### src/rtl/miniscope_readout_pkg.sv
// Shared miniscope constants: FSM state encoding and the stream frame markers
// used by both the storage and readout blocks.
package miniscope_readout_pkg;

  typedef enum logic [1:0] {
    ST_IDLE    = 2'd0,
    ST_HEADER  = 2'd1,
    ST_READ    = 2'd2,
    ST_TRAILER = 2'd3
  } mini_state_t;

  localparam logic [3:0] MINI_HDR_MARK = 4'hB;
  localparam logic [3:0] MINI_TRL_MARK = 4'hE;

  function automatic logic [15:0] mini_header_word(input logic [5:0] tbins);
    return {MINI_HDR_MARK, 6'h00, tbins};
  endfunction

  function automatic logic [15:0] mini_trailer_word(input logic [1:0] perr,
                                                    input logic [5:0] tbins);
    return {MINI_TRL_MARK, perr, 4'h0, tbins};
  endfunction

endpackage

### src/rtl/miniscope_readout.sv
// Miniscope RAM readout: frames tbins RAM words between a header and a trailer
// as one gap-free registered stream, tracking parity errors per readout.
module miniscope_readout
  import miniscope_readout_pkg::*;
#(
  parameter int RAM_ADRB  = 11,
  parameter int RAM_WIDTH = 8
) (
  input  logic                     clock,
  input  logic                     reset_n,
  input  logic                     mini_rd_start,
  input  logic [RAM_ADRB-1:0]      mini_rd_adr,
  input  logic [5:0]               mini_tbins,
  output logic [RAM_ADRB-1:0]      fifo_radr_mini,
  input  logic [2*RAM_WIDTH-1:0]   fifo_rdata_mini,
  input  logic [1:0]               parity_err_mini,
  output logic [2*RAM_WIDTH-1:0]   mini_data,
  output logic                     mini_valid,
  output logic                     mini_busy,
  output logic                     mini_done,
  output logic [7:0]               mini_perr_cnt
);

  localparam int DW = 2 * RAM_WIDTH;

  function automatic logic [7:0] sat_inc8(input logic [7:0] v);
    return (v == 8'hFF) ? v : v + 8'd1;
  endfunction

  mini_state_t           state_q;
  mini_state_t           state_d;
  logic                  accept;
  logic                  ld_hdr;
  logic                  ld_dat;
  logic                  ld_trl;
  logic [RAM_ADRB-1:0]   radr_p0;
  logic [5:0]            iss_left_p0;
  logic [5:0]            dat_left_q;
  logic [5:0]            tbins_q;
  logic [1:0]            perr_sticky;

  assign accept    = reset_n && (state_q == ST_IDLE) && mini_rd_start;
  assign mini_busy = (state_q != ST_IDLE);

  // The first address bypasses the register so word 0 lands right after the header.
  assign fifo_radr_mini = accept ? mini_rd_adr : radr_p0;

  always_ff @(posedge clock or negedge reset_n) begin
    if (!reset_n) begin
      state_q <= ST_IDLE;
    end else begin
      state_q <= state_d;
    end
  end

  always_comb begin
    state_d = state_q;
    ld_hdr  = 1'b0;
    ld_dat  = 1'b0;
    ld_trl  = 1'b0;
    case (state_q)
      ST_IDLE: begin
        if (accept) begin
          state_d = ST_HEADER;
          ld_hdr  = 1'b1;
        end
      end
      ST_HEADER, ST_READ: begin
        if (dat_left_q == 6'd0) begin
          state_d = ST_TRAILER;
          ld_trl  = 1'b1;
        end else begin
          state_d = ST_READ;
          ld_dat  = 1'b1;
        end
      end
      ST_TRAILER: state_d = ST_IDLE;
      default:    state_d = ST_IDLE;
    endcase
  end

  // Address stage: one address per cycle until all tbins have been issued.
  always_ff @(posedge clock or negedge reset_n) begin
    if (!reset_n) begin
      radr_p0     <= '0;
      iss_left_p0 <= '0;
    end else if (accept) begin
      if (mini_tbins > 6'd1) begin
        radr_p0     <= mini_rd_adr + RAM_ADRB'(1);
        iss_left_p0 <= mini_tbins - 6'd2;
      end else begin
        radr_p0     <= mini_rd_adr;
        iss_left_p0 <= 6'd0;
      end
    end else if (mini_busy && (iss_left_p0 != 6'd0)) begin
      radr_p0     <= radr_p0 + RAM_ADRB'(1);
      iss_left_p0 <= iss_left_p0 - 6'd1;
    end
  end

  // Output stage: RAM data arrives one cycle after its address and is registered here.
  always_ff @(posedge clock or negedge reset_n) begin
    if (!reset_n) begin
      mini_data     <= '0;
      mini_valid    <= 1'b0;
      mini_done     <= 1'b0;
      mini_perr_cnt <= '0;
      perr_sticky   <= '0;
      tbins_q       <= '0;
      dat_left_q    <= '0;
    end else begin
      mini_data  <= '0;
      mini_valid <= 1'b0;
      mini_done  <= 1'b0;
      if (ld_hdr) begin
        mini_data   <= DW'(mini_header_word(mini_tbins));
        mini_valid  <= 1'b1;
        perr_sticky <= 2'b00;
        tbins_q     <= mini_tbins;
        dat_left_q  <= mini_tbins;
      end else if (ld_dat) begin
        mini_data   <= fifo_rdata_mini;
        mini_valid  <= 1'b1;
        dat_left_q  <= dat_left_q - 6'd1;
        perr_sticky <= perr_sticky | parity_err_mini;
        if (|parity_err_mini) begin
          mini_perr_cnt <= sat_inc8(mini_perr_cnt);
        end
      end else if (ld_trl) begin
        mini_data  <= DW'(mini_trailer_word(perr_sticky, tbins_q));
        mini_valid <= 1'b1;
        mini_done  <= 1'b1;
      end
    end
  end

endmodule
### config.mk
export PLATFORM = sky130hd
export DESIGN_NAME = miniscope_readout
export DESIGN_NICKNAME = d
export VERILOG_FILES = /design/src/rtl/miniscope_readout_pkg.sv /design/src/rtl/miniscope_readout.sv
export SDC_FILE = /design/constraint.sdc
export NUM_CORES = 1
export LEC_CHECK = 0
export ABC_AREA = 1
export CORE_ASPECT_RATIO = 0.5
export CORE_UTILIZATION = 40
export CTS_BUF_LIST = sky130_fd_sc_hd__clkbuf_4
export DETAILED_ROUTE_END_ITERATION = 16
export MAX_ROUTING_LAYER = met4
export PLACE_DENSITY = 0.71
export SYNTH_ARGS = -nofsm -noshare
export SYNTH_HDL_FRONTEND = slang
export SYNTH_SLANG_ARGS = --single-unit
### constraint.sdc
create_clock -name clock -period 2.1 [get_ports clock]
set_input_delay 0.315 -clock clock [delete_from_list [all_inputs] [get_ports clock]]
set_output_delay 0.315 -clock clock [all_outputs]
set_load 0.02 [all_outputs]
Word level (Yosys, flattened, before mapping). Cells that the tools add are included.

$add $sub $neg: 6. Multiply operators: 0. Divide/modulo/power cells: 0. $lt $le $gt $ge: 1. Equal/unequal tests: 5. Shift operators: 0. Muxes and demuxes: 28. Bitwise logic cells: 3. Reductions and logical operators: 12.

Operators with widths (count): 16-bit 2-to-1 mux (3); 11-bit 2-to-1 mux (4); 6-bit 2-to-1 mux (5); 11-bit by 1-bit adder with 11-bit output (second input constant) (2); 1-bit 2-to-1 mux (12); 6-bit by 1-bit subtractor with 6-bit output (second input constant) (2); 8-bit by 1-bit adder with 8-bit output (second input constant) (1); 8-bit == test (second input constant) (1); 6-bit by 1-bit > comparator with 1-bit output (second input constant) (1); 6-bit zero test (1); 2-bit 2-to-1 mux (3); 2-bit case mux with 3 select lines (1); 2-bit nonzero test (3); 6-bit nonzero test (1); 6-bit by 2-bit subtractor with 6-bit output (second input constant) (1); 2-bit == test (second input constant) (2); 4-bit AND reduction (1); 2-bit OR reduction (2); 1-bit logical AND (3); 2-bit by 1-bit == test with 1-bit output (second input constant) (1); 2-bit zero test (1); 2-bit inequality test (second input constant) (1); 1-bit inverter (2); 2-bit OR (1).

Flip-flop bits (word level): 59. Latch bits: 0. RAM bits: 0. Memory bits (read-only): 0. Logic and storage cells: 65. Memories: 0.

Depth between registers and ports, before layout.
Word-level depth: 7. Mapped depth: 11. Mapped depth without buffers: 10.

Worst setup path after synthesis. OpenSTA, ideal clock, no wires.

Path kind: register -> output. Start point: register state_q[0]. End point: output port fifo_radr_mini[5]. Arrival: 1.707 ns. Required time: 1.785 ns. Slack: 0.078 ns. Stages on the path, launching flop included: 8. Cells stage by stage: dfrtp_1 -> inv_1 -> ha_1 -> nand3_2 -> buf_2 -> buf_6 -> buf_2 -> o21ai_0.

Word-level cells in the longest chain between the ends: 4.

Ends and longest elaborated chain: from (decl) (line miniscope_readout.sv:30) `mini_state_t state_q;`; from (signal assigned) (line miniscope_readout.sv:52) `state_q <= state_d;`; 2-bit zero test (line miniscope_readout.sv:42) `assign accept = reset_n && (state_q == ST_IDLE) && mini_rd_start;`; 1-bit logical AND (2 in a row) (line miniscope_readout.sv:42); 11-bit 2-to-1 mux (line miniscope_readout.sv:46) `assign fifo_radr_mini = accept ? mini_rd_adr : radr_p0;`; to (decl) (line miniscope_readout.sv:14) `output logic [RAM_ADRB-1:0] fifo_radr_mini,`.

Every way passes these cells.

Final worst setup path.
Start point: register state_q[0]. End point: output port mini_busy.

Word-level cells in the longest chain between the ends: 1.

Ends and longest elaborated chain: 2-bit nonzero test (line miniscope_readout.sv:43) `assign mini_busy = (state_q != ST_IDLE);`; to (decl) (line miniscope_readout.sv:19) `output logic mini_busy,`.

Every way passes these cells.

==> impl_table.tex <==
\begin{tabular}{lr}
\hline
Metric & Value \\
\hline
\multicolumn{2}{l}{\textbf{Cells and area}} \\
\quad Post-route non-filler standard cell count & 688 \\
\quad Leading cell types in the layout, fill and taps excluded & nand2\_1, clkdlybuf4s50\_1, dfrtp\_1 \\
\quad Leading cell type in the layout, fill and taps excluded & nand2\_1 \\
\quad Final cell area excluding filler cells & 0.00462 sq mm \\
\quad Final nets & 619 \\
\quad Fraction of layout instances using a drive strength above 1 & 0.149 \\
\quad Final antenna diode count & 0 \\
\quad Area growth from synthesis to layout & 34.2\% \\
\multicolumn{2}{l}{\textbf{Setup path}} \\
\quad Start point of the critical path & state\_q[0]\$\_DFFE\_PN0P\_ \\
\quad Kind of start point of the critical path & flip-flop \\
\quad Setup slack of the worst register-to-register path & 0.15 ns \\
\quad FF-to-FF End & radr\_p0[3]\$\_DFFE\_PN0P\_ \\
\quad Maximum fanout encountered on the critical timing path & 2 \\
\quad Worst Path Class, Setup & flip-flop to output pin \\
\quad Worst R2R Path Depth & 9 \\
\quad Required time at the endpoint of the critical path & 1.78 ns \\
\quad Kind of capture point of the worst setup path & output pin \\
\quad Arrival time at the worst endpoint & 1.70 ns \\
\quad Critical Path Sink & mini\_busy \\
\quad Start of the worst register-to-register path & state\_q[0]\$\_DFFE\_PN0P\_ \\
\multicolumn{2}{l}{\textbf{STA}} \\
\quad Unrepaired setup endpoints after global routing & true \\
\quad Transition time of the tightest slew-check pin & 0.770 ns \\
\quad Hold Violations, Final & 0 \\
\quad Final setup violation count & 0 \\
\quad Setup skew after layout & 0.0101 ns \\
\quad Time the final worst path needs with I/O delays and setup & 2.02 ns \\
\quad Total negative slack for setup checks & 0 ns \\
\quad Fmax & 0.496 GHz \\
\quad Slew HR & 0.487 \\
\quad Post-route clock period utilization & 0.960 \\
\quad Final count of pins violating max slew & 0 \\
\quad Worst hold slack & 0.161 ns \\
\quad Final Worst Setup Slack & 0.0847 ns \\
\multicolumn{2}{l}{\textbf{Yosys}} \\
\quad Post-synth EDFFs & 0 \\
\quad Mean instance size in the synthesized netlist & 7.37 sq um \\
\quad Warnings, synthesis & 0 \\
\quad Number of distinct library cells after synthesis & 26 \\
\quad Share of async-settable or async-resettable flops after synthesis & 1.00 \\
\quad Synthesis-stage register bit count & 59 \\
\quad Most used DFF post-synth & dfrtp\_1 \\
\quad Synthesized net count & 516 \\
\quad Number of instances in the synthesized netlist & 468 \\
\quad Total standard cell area after synthesis & 0.00345 sq mm \\
\quad Sequential area share after synthesis & 0.428 \\
\multicolumn{2}{l}{\textbf{Floorplanning}} \\
\quad Top-level I/O count & 76 \\
\quad Core Box Area & 0.00817 sq mm \\
\quad Die footprint & 0.00902 sq mm \\
\quad Die height & 67.6 um \\
\quad Initial core utilization & 0.422 \\
\quad Number of rows in the core area & 23 \\
\quad Die Wd & 133 um \\
\multicolumn{2}{l}{\textbf{Route}} \\
\quad ANT nets after route & 0 \\
\quad Post-DR vias/cell & 4.82 \\
\quad Number of DRC markers in iteration 0 & 209 \\
\quad Drt total wl & 8.84 mm \\
\quad Drc violations & 0 \\
\quad Pre-Repair DR Iteration Count & 4 \\
\quad Total number of vias & 3,313 \\
\quad Drt wl/cell & 12.9 um \\
\multicolumn{2}{l}{\textbf{Hold path}} \\
\quad Hold Path Class & primary input to asynchronous set/reset pin \\
\multicolumn{2}{l}{\textbf{Power}} \\
\quad P\_leak & 2.28 nW \\
\quad Worst-case vdd ir drop & 790 uV \\
\quad Areal power density over the cells & 1450 mW/mm\^{}2 \\
\multicolumn{2}{l}{\textbf{Placement}} \\
\quad Total instance count after detailed placement & 669 \\
\quad Routability-driven placement congestion ratio & 0.841 \\
\quad Instance area after placement & 0.00446 sq mm \\
\quad Placed wire-length estimate after detailed placement & 6.42 mm \\
\quad Minimum setup slack after placement & -0.224 ns \\
\quad Port-buffer cells & 75 \\
\multicolumn{2}{l}{\textbf{Run status}} \\
\quad Run status & completed \\
\multicolumn{2}{l}{\textbf{Global routing}} \\
\quad Largest net degree at the start of global routing & 60 \\
\quad Number of global-route vias before repair & 3,072 \\
\quad First-pass GRT wire length & 14.9 mm \\
\quad Global-route congestion overflow total & 0 \\
\quad Initial antenna violation count & 0 \\
\quad Global Route Usage Sum & 0.223 \\
\multicolumn{2}{l}{\textbf{Clock network}} \\
\quad Hold Buf Count CTS & 0 \\
\quad TritonCTS Buffers & 9 \\
\quad Bufs on Longest Clock Path & 2 \\
\quad Worst-skew pair later-pin latency & 0.42 ns \\
\quad Register clock-pin slew on the reported worst setup and hold paths & 0.11 ns \\
\quad Clock tree from TritonCTS & built \\
\quad \# H-tree levels & 3 \\
\quad Clock Tree Root & clkbuf\_4 \\
\quad Total number of clock tree sinks & 59 \\
\multicolumn{2}{l}{\textbf{Flow run}} \\
\quad Max-Cap Viols & 0 \\
\hline
\end{tabular}
-- registers in the layout, indices dropped and copies added, names as in the netlist --
name	cells
mini_data	16
radr_p0	11
mini_perr_cnt	8
dat_left_q	6
iss_left_p0	6
tbins_q	6
perr_sticky	2
state_q	2
mini_done	1
mini_valid	1
-- stage by stage --
| stage | power (mW) | utilization |
|---|---|---|
| after floorplan | 4.41 | - |
| after global placement | 5.79 | 0.546 |
| after detailed placement | 5.86 | 0.546 |
| after CTS | 6.70 | 0.564 |
| after global routing | 7.32 | 0.566 |
| final | 6.69 | 0.566 |
-- layer usage --
| metal | track usage | share of wire |
|---|---|---|
| met5 | - | 0 |
| met4 | 0.0597 | 0.011 |
| met3 | 0.0623 | 0.045 |
| met2 | 0.352 | 0.44 |
| met1 | 0.283 | 0.50 |
-- cell families (layout without fill, tap and decap cells) --
logic type	after synthesis	after routing	synth area share
and+or+nand+nor	254	254	0.314
buffers and inverters	68	176	0.0842
DFF	59	59	0.428
xor gates and xnor gates	11	11	0.0279
adders and majority gates	10	10	0.0363
AOI/OAI and AO/OA	66	66	0.110
-- Yosys cell counts (3+ instances only) --
library cell	n	area (sq um)
nand2_1	141	529
dfrtp_1	59	1480
inv_1	52	195
nor2_1	49	184
nand3_1	37	185
o21ai_0	30	150
a21oi_1	13	65.1
o211ai_1	11	82.6
buf_2	10	50.1
ha_1	10	125
nand4_1	8	50.1
xor2_1	7	61.3
nor2_2	5	31.3
o21ai_1	4	20.0
xnor2_1	4	35.0
buf_6	3	33.8
inv_2	3	11.3
nand2_2	3	18.8
nand3_2	3	30.0
nor3_1	3	15.0
o21ai_2	3	26.3
o22ai_1	3	18.8
-- timing repair --
action                     in CTS  in global routing
gates cloned                    0                  0
resized for setup              58                 13
setup endpoints to repair      12                 10
setup buffers                   3                  1
pin swaps                       1                  2
-- critical path: stages (launching register included) --
cell and delay [ns]:
dfrtp_1 0.38, inv_2 0.06, ha_4 0.16, buf_4 0.12
buf_4 0.12, inv_1 0.09, dlygate4sd2_1 0.34
-- power breakdown --
group	leakage, nW	total (mW)	internal, mW	switching, mW
clock network	0.0686	0.840	0.375	0.465
logic	1.49	3.87	1.60	2.26
registers	0.724	1.98	1.65	0.330
total	2.28	6.69	3.63	3.06
-- area by class of cell --
cell class	count	area (sq um)
Timing Repair Buffer	105	937
Clock inverter	6	66.3
Tap cell	112	140
Inverter	55	206
Sequential cell	59	1480
Clock buffer	10	75.1
Fill cell	799	3550
Multi-Input combinational cell	341	1720
-- worst min-delay path by stage --
| stage | end | depth (start not counted) |
|---|---|---|
| after global placement | iss_left_p0[4]$_DFFE_PN0P_ | 2 |
| final | mini_done$_DFF_PN0_ | 2 |
| after global routing | mini_perr_cnt[0]$_DFFE_PN0P_ | 2 |
| after CTS | mini_done$_DFF_PN0_ | 2 |
| after floorplan | dat_left_q[0]$_DFFE_PN0P_ | 0 |
| after detailed placement | iss_left_p0[4]$_DFFE_PN0P_ | 2 |
Power figures use the tool's default switching activity.
